$ cat config.mk
export PLATFORM = sky130hd
export DESIGN_NAME = piso_tx
export DESIGN_NICKNAME = d
export VERILOG_FILES = /design/src/rtl/piso_tx_pkg.sv /design/src/rtl/piso_tx_bit_counter.sv /design/src/rtl/piso_tx.sv
export SDC_FILE = /design/constraint.sdc
export NUM_CORES = 1
export LEC_CHECK = 0
export ABC_AREA = 1
export CAP_MARGIN = 15
export CORE_AREA = 4 4 41 43
export DETAILED_ROUTE_END_ITERATION = 8
export DIE_AREA = 0 0 45 47
export DONT_BUFFER_PORTS = 1
export MAX_ROUTING_LAYER = met4
export SETUP_SLACK_MARGIN = 0.2
export SYNTH_ARGS = -nofsm -noshare
export SYNTH_HDL_FRONTEND = slang
export SYNTH_SLANG_ARGS = --single-unit
$ cat constraint.sdc
create_clock -name clk -period 1.4 [get_ports clk]
set_input_delay 0.21 -clock clk [delete_from_list [all_inputs] [get_ports clk]]
set_output_delay 0.21 -clock clk [all_outputs]
set_load 0.05 [all_outputs]
$ cat src/rtl/piso_tx_pkg.sv
// Shared constants for the shift-register family: FSM encodings and sizing helpers.
package piso_tx_pkg;

    typedef enum logic {
        ST_IDLE  = 1'b0,
        ST_SHIFT = 1'b1
    } sr_state_t;

    localparam int SR_LOOPBACK_DEPTH = 4;

    // Counter width for a 0..w-1 count; never narrower than one bit.
    function automatic int cnt_w(input int w);
        return (w <= 2) ? 1 : $clog2(w);
    endfunction

endpackage

$ cat src/rtl/piso_tx_bit_counter.sv
// Mod-WIDTH bit counter. It clears on a new frame and advances while enabled.
// It holds at the terminal count until the next clear.
module bit_counter
    import piso_tx_pkg::*;
#(
    parameter int WIDTH = 4
) (
    input  logic clk,
    input  logic rst,
    input  logic i_clr,
    input  logic i_en,
    output logic o_tc
);

    localparam int CW = cnt_w(WIDTH);
    localparam logic [CW-1:0] LAST = CW'(WIDTH - 1);

    logic [CW-1:0] r_count;
    logic          w_tc;

    assign w_tc = (r_count == LAST);
    assign o_tc = w_tc;

    always_ff @(posedge clk or posedge rst) begin
        if (rst) begin
            r_count <= '0;
        end else if (i_clr) begin
            r_count <= '0;
        end else if (i_en && !w_tc) begin
            r_count <= r_count + CW'(1);
        end
    end

endmodule

$ cat src/rtl/piso_tx.sv
// Parallel-in serial-out transmitter. A WIDTH-bit word is sent one bit per clk.
// A load accepted in the final bit cycle chains the next frame with no gap.
//   state    | meaning
//   ST_IDLE  | no frame; dout=0, load_ready=1
//   ST_SHIFT | frame bit on dout; load_ready only on the last bit
module piso_tx
    import piso_tx_pkg::*;
#(
    parameter int WIDTH     = 4,
    parameter int MSB_FIRST = 1
) (
    input  logic             clk,
    input  logic             rst,
    input  logic [WIDTH-1:0] din,
    input  logic             load_valid,
    output logic             load_ready,
    output logic             dout,
    output logic             dout_valid,
    output logic             busy,
    output logic             done
);

    sr_state_t        r_state;
    sr_state_t        w_state_nxt;
    logic [WIDTH-1:0] r_shift;
    logic             w_tc;
    logic             w_ready;
    logic             w_accept;
    logic             w_bit;
    logic             w_shifting;

    assign w_shifting = (r_state == ST_SHIFT);
    // Gated by rst so the block never advertises readiness while held in reset.
    assign w_ready    = !rst && (!w_shifting || w_tc);
    assign w_accept   = load_valid && w_ready;
    assign w_bit      = (MSB_FIRST != 0) ? r_shift[WIDTH-1] : r_shift[0];

    assign load_ready = w_ready;
    assign dout       = w_shifting && w_bit;
    assign dout_valid = w_shifting;
    assign busy       = w_shifting;
    assign done       = w_shifting && w_tc;

    bit_counter #(
        .WIDTH (WIDTH)
    ) u_bit_counter (
        .clk   (clk),
        .rst   (rst),
        .i_clr (w_accept),
        .i_en  (w_shifting),
        .o_tc  (w_tc)
    );

    always_ff @(posedge clk or posedge rst) begin
        if (rst) begin
            r_state <= ST_IDLE;
        end else begin
            r_state <= w_state_nxt;
        end
    end

    always_comb begin
        w_state_nxt = r_state;
        case (r_state)
            ST_IDLE: begin
                if (w_accept) begin
                    w_state_nxt = ST_SHIFT;
                end
            end
            ST_SHIFT: begin
                if (w_tc) begin
                    w_state_nxt = w_accept ? ST_SHIFT : ST_IDLE;
                end
            end
            default: w_state_nxt = ST_IDLE;
        endcase
    end

    always_ff @(posedge clk or posedge rst) begin
        if (rst) begin
            r_shift <= '0;
        end else if (w_accept) begin
            r_shift <= din;
        end else if (w_shifting) begin
            if (MSB_FIRST != 0) begin
                r_shift <= {r_shift[WIDTH-2:0], 1'b0};
            end else begin
                r_shift <= {1'b0, r_shift[WIDTH-1:1]};
            end
        end
    end

endmodule

Word level (Yosys, flattened, before mapping)
Cells that the tools add are included.
W data, S select, Z words.

operators by class
  equal/unequal tests = 1
  bitwise gates (word level) = 1
  add/subtract/negate cells = 1
  reduce and logical (&&, ||, !) cells = 11
  multiplexer cells = 7

operator list
  cell                   number
  $mux W4                2
  $logic_and A1 B1 Y1    5
  $mux W2                2
  $reduce_bool A2 Y1     2
  $logic_not A1 Y1       3
  $add A2 B1 Y2 const B  1
  $eq A2 B2 Y1 const B   1
  $mux W1                2
  $pmux W1 S2            1
  $logic_or A1 B1 Y1     1
  $not A1 Y1             1

word-level totals
  flip-flop bits (word level) = 7
  word-level logic and storage cells = 24

Logic depth before layout (Yosys ltp)
  depth after elaboration = 7
  depth in mapped cells = 7

Cells and area by module
Synthesis repeated with hierarchy kept, for this count alone.

second synthesis, totals
  cells, all modules = 57
  area, all modules = 424.2 sq um

by module, submodules not included
  module       instances  cells an instance  sequential area each (sq um)  area an instance (sq um)
  piso_tx      1          43                 125.1                         314.1
  bit_counter  1          14                 50.0                          110.1

Worst setup path after synthesis
Ideal clock, no wire load.

  kind = register to output
  from = reg r_state (netlist: busy)
  to = out load_ready
  path buffers = 1
  data required time = 1.190 ns
  stages on the path, launching flop included = 5
  slack = -0.406 ns
  data arrival time = 1.596 ns
  cells stage by stage = dfrtp_1 > buf_6 > nand2_4 > inv_1 > nor2_1

on the way
  cells in the longest elaborated chain, start to end = 3

ends and longest elaborated chain
  element                   RTL line       RTL
  start: declaration        piso_tx.sv:23  sr_state_t r_state;
  start signal: assignment  piso_tx.sv:58  r_state <= w_state_nxt;
  $logic_not A1 Y1          piso_tx.sv:34  assign w_ready = !rst && (!w_shifting || w_tc);
  $logic_or A1 B1 Y1        piso_tx.sv:34
  $logic_and A1 B1 Y1       piso_tx.sv:34
  end: declaration          piso_tx.sv:16  output logic load_ready,

No other way between the ends.

Final worst setup path
  from = reg u_bit_counter.r_count[1]
  to = out load_ready

on the way
  cells in the longest elaborated chain, start to end = 3

ends and longest elaborated chain
  element                   RTL line                   RTL
  start: declaration        piso_tx_bit_counter.sv:18  logic [CW-1:0] r_count;
  start signal: assignment  piso_tx_bit_counter.sv:30  r_count <= r_count + CW'(1);
  $eq A2 B2 Y1              piso_tx_bit_counter.sv:21  assign w_tc = (r_count == LAST);
  $logic_or A1 B1 Y1        piso_tx.sv:34
  $logic_and A1 B1 Y1       piso_tx.sv:34

No other way between the ends.

==> reports/results.txt <==
Initial DRT Pass Iterations - 4
Clock sinks - 7
Setup WS pre-CTS - 110 ps
DIE AREA - 2120 um2
Crit. End Element - output port
Routed WL per cell - 11.4 um
Initial antenna violation count - 0
Dpl cells - 65
Worst Path Required - 1190 ps
FF+latch count, synth - 7
Pleak - 0.298 nW
Die extent in y - 47 um
Max-Cap Viols - 0
Fin nets - 72
Setup ws final - -11.5 ps
Core Area - 1300 um2
Clock tree buffer depth - 2
Congestion Overflow GR - 0
Startpoint class of the critical path - register
Initial DRC count - 5
Clk pin slew, worst setup/hold paths - 60 ps
First-pass GRT wire length - 1.49 mm
CTS H-tree depth - 1
Initial Utilization - 32.3%
Setup CP Type - reg2out
Worst Tran Pin Value - 326 ps
Hold WC Path Type - in2reg
Leading cell type in the layout, fill and taps excluded - nand2_1
Post-Syn Area per Cell - 8.41 um2
Vias - 365
# IOs - 12
DIE WIDTH - 45 um
Register area share after synthesis - 41.7%
Area leader, netlist - dfrtp_1
Violated checks - negative setup slack
Clk_skew - 8.44 ps
Multi-input gate area - 216 um2
Power Dens Cells - 2480 nW/um2
Slew headroom - 78.2%
Unrepaired setup endpoints after global routing - yes
Post-Synthesis Net Count - 58
Root Driver - clkbuf_4
Crit-path max FO - 2
Reg-to-reg slack, setup - 30 ps
Total Routing Usage GR - 10.5%
Worst-Skew Late Latency - 260 ps
Mapped cell area - 420 um2
Clock period minus worst slack - 1410 ps
Max Freq - 0.708 GHz
Site row count - 13
Data arrival, critical path - 1200 ps
Max-slew violations - 0
Fill count - 140
Largest net degree at the start of global routing - 9
TritonCTS clock tree - yes
Number of diodes - 0
Setup tns final - -11.5 ps
RePlAce Congestion - 0.713
Antenna Violating Nets Remaining - 0
Post-detail-place hpwl - 551 um
Non-filler cells, final - 78
Final Hold Vio Count - 0
Ys Warns - 0
Total power - 1.49 mW
Share of cells above drive strength 1 - 46.0%
Dominant cells by area after synthesis - dfrtp_1, nand2_1, inv_1, nand3_1, nand4_1
Count of cell types in the netlist - 15
Flip-flop and latch area - 176 um2
DR vias/cell - 4.68
Final setup fails - 1
Commonest non-fill, non-tap cells in the layout - nand2_1, buf_4, dfrtp_1
Port buffer count - 0
Routed WL - 891 um
Synth Instances - 50
DRC errors left - 0
Fin crit share - 101%
VDD IR max - 1.11 mV
Synth top area share - 41.7%
Area Growth Syn to Fin - 42.9%
CTS buffer count - 3
Number of global-route vias before repair - 337
Status - finished, violations left
-- power breakdown --
group / switching, mW / internal [mW] / leakage, nW
clock network: 0.0788 / 0.109 / 0.0150
logic: 0.537 / 0.393 / 0.195
registers: 0.0762 / 0.295 / 0.0874
-- kinds of logic (layout without fill, tap and decap cells) --
kind of cell / Yosys count / after routing / share of synthesized area [%]
adders and majority gates: 1 / 1 / 2.98
DFF: 7 / 7 / 41.7
AOI/OAI and AO/OA: 2 / 2 / 5.06
and+or+nand+nor: 29 / 29 / 34.5
buffers and inverters: 11 / 24 / 15.8
-- sequential cells by signal, indices dropped and copies added, names as in the netlist --
name and cells:
r_shift 4, busy 1, u_bit_counter.r_count 2
-- worst max-delay path, stage by stage, from the launching register on --
cell	delay (ps)
dfrtp_1	380
ha_2	190
inv_2	90
nand2_8	50
inv_4	60
nor2_4	30
buf_12	130
-- routing by layer --
metal	track usage (%)	up-vias	wire length, um
met5	-	-	0
met4	8.77	0	9
met3	2.30	2	52
met2	13.3	11	412
met1	13.8	167	418
li1	-	185	-
-- per-stage QoR --
| stage | area [um2] | utilization [%] | hold slack (ps) |
|---|---|---|---|
| floorplan | 448 | - | 96.1 |
| global placement | 475 | 36.5 | 108 |
| detailed placement | 475 | 36.5 | 108 |
| CTS | 537 | 41.3 | 84.5 |
| global route | 601 | 46.2 | 90.2 |
| finish | 601 | 46.2 | 99.7 |
-- repair_timing --
action | in CTS | in global routing
setup endpoints to repair | 6 | 11
pin swaps | 3 | 3
buffers inserted | 3 | 5
hold buffers | 1 | 0
resized for setup | 2 | 7
gates cloned | 0 | 0
endpoints found under the hold margin | 7 | 0
-- final cells by class --
cell class / count / share of cell area [%]
multi-input cells: 32 / 36.0
flip-flops and latches: 7 / 29.4
repair buffers: 11 / 17.5
inverters: 9 / 9.58
clock buffers: 4 / 4.38
well taps: 15 / 3.13
-- synth_stat cells, drive strengths merged --
library cell	n
inv	8
o21ai	1
nor2	1
ha	1
nand2	19
bufinv	1
dfrtp	7
or2	1
buf	2
a21oi	1
nand3	5
nand4	3
-- final timing paths --
path,startpoint,endpoint,cells past startpoint
min,din[0],r_shift[0],2
max reg2reg,u_bit_counter.r_count[1],r_shift[1],9
min in group asynchronous,rst,r_shift[3],2
max in group asynchronous,rst,busy,2
max,u_bit_counter.r_count[1],load_ready,6
min reg2reg,r_shift[0],r_shift[0],2
Note: power is estimated with default switching activity, not from simulation.
